**src/rtl/rvx_core_store_buffer.sv**
```systemverilog
// Post-commit store buffer: a small circular FIFO that holds retired stores
// until memory accepts them, and flags loads that overlap a pending store word.
module rvx_core_store_buffer #(
  parameter int DEPTH = 4
) (
  input  logic        clock,
  input  logic        reset_n,
  input  logic        store_valid_s1,
  input  logic [31:0] store_address_s1,
  input  logic [31:0] store_data_s1,
  input  logic [3:0]  store_strobe_s1,
  output logic        store_ready_s1,
  input  logic [31:0] load_address_s1,
  output logic        load_hazard_s1,
  output logic        mem_write_request,
  output logic [31:0] mem_address,
  output logic [31:0] mem_write_data,
  output logic [3:0]  mem_write_strobe,
  input  logic        mem_ready,
  output logic        buffer_empty
);

  localparam int PTR_W = (DEPTH > 1) ? $clog2(DEPTH) : 1;
  localparam int CNT_W = PTR_W + 1;

  logic [PTR_W-1:0] wr_ptr_q, wr_ptr_d;
  logic [PTR_W-1:0] rd_ptr_q, rd_ptr_d;
  logic [CNT_W-1:0] count_q, count_d;

  logic [29:0] entry_addr_q [DEPTH];
  logic [29:0] entry_addr_d [DEPTH];
  logic [31:0] entry_data_q [DEPTH];
  logic [31:0] entry_data_d [DEPTH];
  logic [3:0]  entry_strb_q [DEPTH];
  logic [3:0]  entry_strb_d [DEPTH];

  logic full;
  logic push;
  logic pop;

  assign full              = (count_q == CNT_W'(DEPTH));
  assign buffer_empty      = (count_q == '0);
  assign store_ready_s1    = !full;
  assign mem_write_request = !buffer_empty;

  // Zero-strobe stores carry no bytes, so they are dropped rather than queued.
  assign push = store_valid_s1 && store_ready_s1 && (store_strobe_s1 != 4'b0000);
  assign pop  = mem_write_request && mem_ready;

  // The head outputs come only from registered state, so a push becomes
  // visible to memory one cycle later and the head is stable while stalled.
  assign mem_address      = buffer_empty ? 32'h0 : {entry_addr_q[rd_ptr_q], 2'b00};
  assign mem_write_data   = buffer_empty ? 32'h0 : entry_data_q[rd_ptr_q];
  assign mem_write_strobe = buffer_empty ? 4'h0  : entry_strb_q[rd_ptr_q];

  always_comb begin
    wr_ptr_d = wr_ptr_q;
    rd_ptr_d = rd_ptr_q;
    count_d  = count_q;
    if (push) begin
      wr_ptr_d = wr_ptr_q + PTR_W'(1);
    end
    if (pop) begin
      rd_ptr_d = rd_ptr_q + PTR_W'(1);
    end
    case ({push, pop})
      2'b10:   count_d = count_q + CNT_W'(1);
      2'b01:   count_d = count_q - CNT_W'(1);
      default: count_d = count_q;
    endcase
  end

  always_comb begin
    entry_addr_d = entry_addr_q;
    entry_data_d = entry_data_q;
    entry_strb_d = entry_strb_q;
    if (push) begin
      entry_addr_d[wr_ptr_q] = store_address_s1[31:2];
      entry_data_d[wr_ptr_q] = store_data_s1;
      entry_strb_d[wr_ptr_q] = store_strobe_s1;
    end
  end

  // An entry is live when its distance from the read pointer is below count;
  // the entry leaving this cycle is still live, so it still raises a hazard.
  always_comb begin
    logic [PTR_W-1:0] offset;
    offset         = '0;
    load_hazard_s1 = 1'b0;
    for (int i = 0; i < DEPTH; i++) begin
      offset = PTR_W'(i) - rd_ptr_q;
      if (({1'b0, offset} < count_q) &&
          (entry_addr_q[i] == load_address_s1[31:2]) &&
          (entry_strb_q[i] != 4'b0000)) begin
        load_hazard_s1 = 1'b1;
      end
    end
  end

  always_ff @(posedge clock or negedge reset_n) begin
    if (!reset_n) begin
      wr_ptr_q <= '0;
      rd_ptr_q <= '0;
      count_q  <= '0;
    end else begin
      wr_ptr_q <= wr_ptr_d;
      rd_ptr_q <= rd_ptr_d;
      count_q  <= count_d;
    end
  end

  // Entry payloads are qualified by count, so they need no reset.
  always_ff @(posedge clock) begin
    entry_addr_q <= entry_addr_d;
    entry_data_q <= entry_data_d;
    entry_strb_q <= entry_strb_d;
  end

endmodule

```
**config.mk**
```make
export PLATFORM = sky130hd
export DESIGN_NAME = rvx_core_store_buffer
export DESIGN_NICKNAME = d
export VERILOG_FILES = /design/src/rtl/rvx_core_store_buffer.sv
export SDC_FILE = /design/constraint.sdc
export NUM_CORES = 1
export LEC_CHECK = 0
export ABC_AREA = 1
export CORE_MARGIN = 2
export CORE_UTILIZATION = 50
export DETAILED_ROUTE_END_ITERATION = 7
export MAX_ROUTING_LAYER = met4
export PLACE_DENSITY = 0.86
export SETUP_SLACK_MARGIN = 0.5
export SLEW_MARGIN = 20
export SYNTH_ARGS = -nofsm -noshare
export SYNTH_HDL_FRONTEND = slang
export SYNTH_SLANG_ARGS = --single-unit
export TNS_END_PERCENT = 10
```
**constraint.sdc**
```tcl
create_clock -name clock -period 4.4 [get_ports clock]
set_clock_uncertainty 0.2 [all_clocks]
set_input_delay 0.44 -clock clock [delete_from_list [all_inputs] [get_ports clock]]
set_output_delay 0.44 -clock clock [all_outputs]
set_load 0.05 [all_outputs]
```
==> results of run 1 <==
==> area by class of cell <==
| type | count | area (sq um) |
|---|---|---|
| Fill cell | 1812 | 9040 |
| Clock buffer | 37 | 734 |
| Clock inverter | 14 | 98.8 |
| Antenna cell | 6 | 15.0 |
| Sequential cell | 271 | 8110 |
| Tap cell | 324 | 405 |
| Timing Repair Buffer | 189 | 1880 |
| Multi-Input combinational cell | 676 | 3530 |
| Inverter | 115 | 434 |
==> cell usage after synthesis, types with 17 or more instances <==
library cell | count | area share
nand2_1 | 285 | 0.087
edfxtp_1 | 264 | 0.64
inv_1 | 113 | 0.034
nor2_1 | 113 | 0.034
nand3_1 | 54 | 0.022
xor2_1 | 39 | 0.028
a22oi_1 | 36 | 0.022
a31oi_1 | 36 | 0.018
a221oi_1 | 28 | 0.020
buf_2 | 18 | 0.0073
xnor2_1 | 18 | 0.013
o21ai_0 | 17 | 0.0069
==> power groups by stage <==
stage	clock network [mW]	registers (mW)	logic, mW
floorplan	0	3.62	3.69
global placement	0	3.69	5.41
detailed placement	0	3.72	5.48
CTS	2.17	3.67	5.50
global route	2.28	3.72	5.80
finish	2.14	3.68	5.50
==> layout by cell type, fill, tap and decap left out, types with 2 or more instances in the layout <==
| cell type | n |
|---|---|
| o22ai_1 | 14 |
| a31oi_1 | 36 |
| nand3_1 | 54 |
| ha_1 | 9 |
| o211ai_1 | 3 |
| dfrtp_1 | 5 |
| a21oi_1 | 6 |
| dlymetal6s2s_1 | 2 |
| xnor2_1 | 18 |
| nor3_1 | 2 |
| clkinv_2 | 6 |
| o21ai_0 | 17 |
| nor2_4 | 6 |
| buf_12 | 3 |
| buf_4 | 17 |
| a221oi_1 | 28 |
| a22oi_1 | 36 |
| dlygate4sd2_1 | 2 |
| clkdlybuf4s50_1 | 164 |
| clkbuf_1 | 9 |
| inv_1 | 113 |
| xor2_1 | 39 |
| diode_2 | 6 |
| conb_1 | 2 |
| clkbuf_16 | 28 |
| edfxtp_1 | 264 |
| clkinv_1 | 6 |
| o21ai_1 | 3 |
| nor2_1 | 109 |
| a221oi_2 | 2 |
| nand2_1 | 285 |
==> registers in the layout (all words and copies together), names as in the netlist <==
name          flops
rd_ptr_q          2
wr_ptr_q          2
entry_data_q    128
entry_addr_q    120
entry_strb_q     16
count_q           3
==> how the worst min path moves through the flow <==
stage | from | endpoint | cells past startpoint
after global routing | store_data_s1[31] | entry_data_q[95] | 1
after CTS | store_data_s1[4] | entry_data_q[4] | 1
after floorplan | reset_n | count_q[0] | 0
after global placement | count_q[1] | count_q[1] | 2
after detailed placement | count_q[1] | count_q[1] | 2
final | store_data_s1[4] | entry_data_q[4] | 1
==> per-layer routing <==
| metal | share of wire | vias up | track usage |
|---|---|---|---|
| li1 | - | 4185 | - |
| met1 | 0.38 | 4327 | 0.303 |
| met2 | 0.48 | 497 | 0.419 |
| met3 | 0.10 | 102 | 0.0648 |
| met4 | 0.034 | 0 | 0.0986 |
| met5 | 0 | - | - |
==> kinds of logic after synthesis <==
logic type | Yosys count
simple gates | 462
flops | 271
buf+inv | 161
compound gates | 145
xor+xnor | 57
fa+ha+maj | 10
other cells | 1
==> through the flow <==
step,hold WS (ns),instance area (sq um),util,instances
finish,0.328,15200,0.627,1632
floorplan,-0.0556,12300,-,1108
global route,0.323,15200,0.627,1631
global placement,0.339,14300,0.592,1574
detailed placement,0.363,14300,0.592,1574
CTS,0.311,15200,0.627,1626
==> repair_timing <==
item,in CTS,in global routing
setup endpoints to repair,41,21
resized for setup,3,2
setup buffers,0,0
hold endpoints to repair,7,0
hold buffers,1,0
==> critical path: cells and delay by family (launching register included) <==
family | cells | cell delay, ns
AO/OA/AOI/OAI | 2 | 0.39
buffers and inverters | 2 | 1.24
flip-flops | 1 | 0.70
AND/OR/NAND/NOR | 1 | 0.39
==> impl_metrics.tcl, run 1 <==
set metrics [dict create \
    h-tree-depth 1 \
    arrival_ns 3.28 \
    synth_seq_area_share 0.659 \
    critPathKind "reg2out" \
    overflow 0 \
    initialDrtViolationCount 956 \
    ys_seq_elements 271 \
    total_leakage_power_nw 5.80 \
    clkTransAtPathRegs_ns 0.06 \
    slew_headroom 0.541 \
    cap_violations 0 \
    period_share 0.890 \
    synth_cell_types 37 \
    grt_pass1_vias 9238 \
    synthSimpleGateAreaFrac 0.150 \
    pwr-share-seq 0.325 \
    clk_path_buf_depth 3 \
    crit_start "rd_ptr_q[1]" \
    max-vdd-ir-drop_v 0.000708 \
    synth_warnings 0 \
    p_per_area_nw_per_um2 744 \
    power.internal_mw 6.26 \
    cts_tree "done" \
    rr_startpoint "count_q[0]" \
    wl_per_cell_microns 19.9 \
    synth_xor_area_frac 0.0406 \
    hpwl_microns 21200 \
    synth_edf_count 264 \
    grt_pass1_wl_microns 49100 \
    core_area_sq_um 24200 \
    drive_gt1_frac 0.0553 \
    antenna_found_initial 5 \
    synth_top_family_by_area "simple AND/OR/NAND/NOR gates" \
    drtPass1Iterations 5 \
    io_pins 176 \
    hold_viol_final 0 \
    die_height_microns 161 \
    placementRows 57 \
    die_w_microns 161 \
    cts_buffers 28 \
    r2r_slack_ns 1.76 \
    slowest_delay_ns 0.85 \
    gp_congestion 0.891 \
    setup_violations 0 \
    grt_max_degree 42 \
    reg2reg_depth 9 \
    fin_crit_ns 3.92 \
    timing.critical_path.cells "nor2_4, buf_4, a22oi_1, a31oi_1, clkdlybuf4s50_1" \
    synthFlopType "edfxtp_1" \
    grt_use_total 0.254 \
    cts-root-buf "clkbuf_16" \
    clock-sinks 271 \
    place_ws_ns 0.889 \
    ant_nets 0 \
    total_power_mw 11.3 \
    p_sw_frac 0.447 \
    critPathMaxFanout 32 \
    endpoint "mem_write_data[23]" \
    syn2layout_area_growth_pct 23.7 \
    slew_viol_final 0 \
    clk_latency_ns 0.54 \
    rsz0062_at_grt "true" \
    netlist_instances 1107 \
    fmaxAchievable_ghz 0.255 \
    nets 1395 \
    finalWorstSetupSlack_ns 0.484 \
    wirelength_microns 32400 \
    synth_area_sq_um 12300 \
    fin_tns_setup_ns 0 \
    synth.area.mux_share 0 \
    synth_compound_area_frac 0.0822 \
    pwr-share-clk 0.189 \
    synth-adder-area-share 0.0108 \
    io_buffers 169 \
    crit_slowest_cell "clkdlybuf4s50_1" \
    drc 0 \
    crit_path_end_kind "output pin" \
    async_flop_share 0.0258 \
    start_kind "flop" \
    p_switching_mw 5.06 \
    cp.required_ns 3.76 \
    via_count 9111 \
    min_path_type "in2reg" \
    initial_core_util 0.507 \
    worstMarginPinSlew_ns 0.688 \
    regToRegEndpoint "count_q[1]" \
    viasPerCell 5.58 \
    combPwrFrac 0.486 \
    syn_area_per_cell_sq_um 11.1 \
    dieArea_sq_um 25900 \
    status "complete, no violations" \
]
(Power assumes the default switching activity.)
==> run 2: changes to the inputs <==
--- a/config.mk
+++ b/config.mk
@@ -6,6 +6,7 @@
 export NUM_CORES = 1
 export LEC_CHECK = 0
 export ABC_AREA = 1
+export CAP_MARGIN = 20
 export CORE_MARGIN = 2
 export CORE_UTILIZATION = 50
 export DETAILED_ROUTE_END_ITERATION = 7
==> results of run 2 <==
Final layout, timing and power as in run 1 (identical DEF).
==> RTL change: new RTL, flow settings as in run 1 <==
Change the parameter `DEPTH` from 4 to 8.
--- a/src/rtl/rvx_core_store_buffer.sv
+++ b/src/rtl/rvx_core_store_buffer.sv
@@ -2,5 +2,5 @@
 // until memory accepts them, and flags loads that overlap a pending store word.
 module rvx_core_store_buffer #(
-  parameter int DEPTH = 4
+  parameter int DEPTH = 8
 ) (
   input  logic        clock,
Formal check against the unedited RTL: not equivalent (a bounded check fails within 10 cycles, from zero or initial values and one cycle with reset_n low).
==> RTL change against run 1 <==
  * Core utilization decreased by 3.6 points
  * Hold slack gained 0.0029 ns
  * Sequential cell count rose by 267
  * Setup slack lost 0.19 ns
  * Routed wire length rose by 110%
  * First-iteration DRC count grew to 2.8 times the old value
  * Final area up 90%
  * Count of clock-buffer cells in the layout rose by 33
  * Power rose by 81%
  * Synthesized area increased by 100%
  * Highest routed layer unchanged
==> RTL change: results (changes against run 1) <==
Synth
  • Post-synthesis cell count: 2,133 (+93%)
  • Post-synth cell types: 34 (-8.1%)
  • Ys async rst share: 1.859% (-0.72 points)
  • Synth top area cells: edfxtp_1 (64%), xnor2_1 (7.7%), nor2_1 (7.2%)
  • Seq/Total Area, Yosys: 65.08% (-0.80 points)
  • Post-synth EDFFs: 528 (+100%)
  • Post-synth top cells: edfxtp_1 (528), nor2_1 (476), nand2_1 (228), xnor2_1 (217), o21ai_0 (214)

Setup path
  • R2r startpoint: count_q[2]
  • Worst flop-to-flop path endpoint: entry_addr_q[160]
  • Max incr delay on CP: 0.76 ns (-0.09 ns)
  • Crit path capture: load_hazard_s1
  • CP Launch Point: rd_ptr_q[0]
  • Crit Path Max Fanout: 54 (+69%)
  • Largest delay share family, worst path: flip-flops
  • R2R cell count: 6 (-3)
  • FF-to-FF setup slack: 1.43 ns (-0.33 ns)

Layout
  • Max reg flops: 256 (+100%)
  • Layout cells sized above 1: 6.309% (+0.78 points)
  • Fin cells: 2,986 (+83%)
  • Final nets: 2,395 (+72%)
  • Biggest regs: entry_data_q: 256 flops, entry_addr_q: 240 flops, entry_strb_q: 32 flops

Global route
  • GR Util All Layers: 27.98% (+2.5 points)
  • M3 GR Usage: 5.546% (-0.94 points)
  • GRT met1 Usage: 35.44% (+5.2 points)
  • Vias in the first global route: 16,950 (+83%)
  • First-pass GRT wire length: 102,700 microns (+110%)
  • Met2 usage: 43.88% (+2.0 points)
  • Initial antenna violation count: 6 (+1)

Detailed routing
  • Final wirelength: 69,080 microns (+110%)
  • Drt first pass iters: 7 (+2)
  • Vias per cell: 5.785 (+3.6%)
  • WL met3: 8006 microns (+140%)
  • DRT iter0 DRCs: 2,691 (+180%)
  • DRT met1 WL: 25,190 microns (+110%)

Place
  • Dpl ws: 0.8040 ns (-0.08506 ns)
  • Dpl cell area: 27,140 sq um (+89%)
  • DP HPWL: 44,110 microns (+110%)
  • Final GP Congestion: 1.004 (+13%)
  • Placed insts: 2,880 (+83%)

Power and ir drop
  • Clk power: 4.53 mW (+110%)
  • Clock power share: 22.1% (+3.2 points)
  • Maximum vdd drop: 1.127 mV (+59%)
  • Comb group: 9.17 mW (+67%)
  • P_leak: 9.671 nW (+67%)

Min path
  • Hold path start: store_valid_s1
  • Hold depth: 3 (+2)

Clock tree
  • Inserted Clock Buffers: 53 (+89%)
  • Clk_lat worst skew: 0.61 ns (+0.07 ns)
  • H-tree depth: 2 (+1)

STA
  • Tcrit/Tclk final: 93.33% (+4.3 points)
  • Worst hold slack: 0.3312 ns (+0.002935 ns)
  • Rel. slew slack: 54.14% (about the same)

Run status
  • Status: completed
## RTL change: changes by cell type after synthesis, sizes merged, moves of 58 or more
cell    change
a41oi      +66
edfxtp    +264
nand2      -58
nor2      +362
o21a       +61
o21ai     +248
xnor2     +199
## RTL change: kinds of logic after synthesis
group,count (synthesis),synth area share (%)
simple gates,728,11.25
flops,538,65.08
compound gates,430,10.81
xor+xnor,230,8.140
buf+inv,187,3.721
fa+ha+maj,19,0.9909
other cells,1,0.01515
## RTL change: final cells by class
type	count	area [sq um]
well taps	664	830.8
flip-flops and latches	538	16110
clock buffers	70	1451
fillers	3728	20020
multi-input cells	1409	7799
clock inverters	27	272.8
inverters	60	237.7
repair buffers	210	2211
diodes	8	20.02
## RTL change: what timing repair did
item	CTS	global route
hold buffers	1	0
buffers inserted	0	0
gates resized for setup	13	10
setup endpoints to repair	68	67
endpoints found under the hold margin	10	0
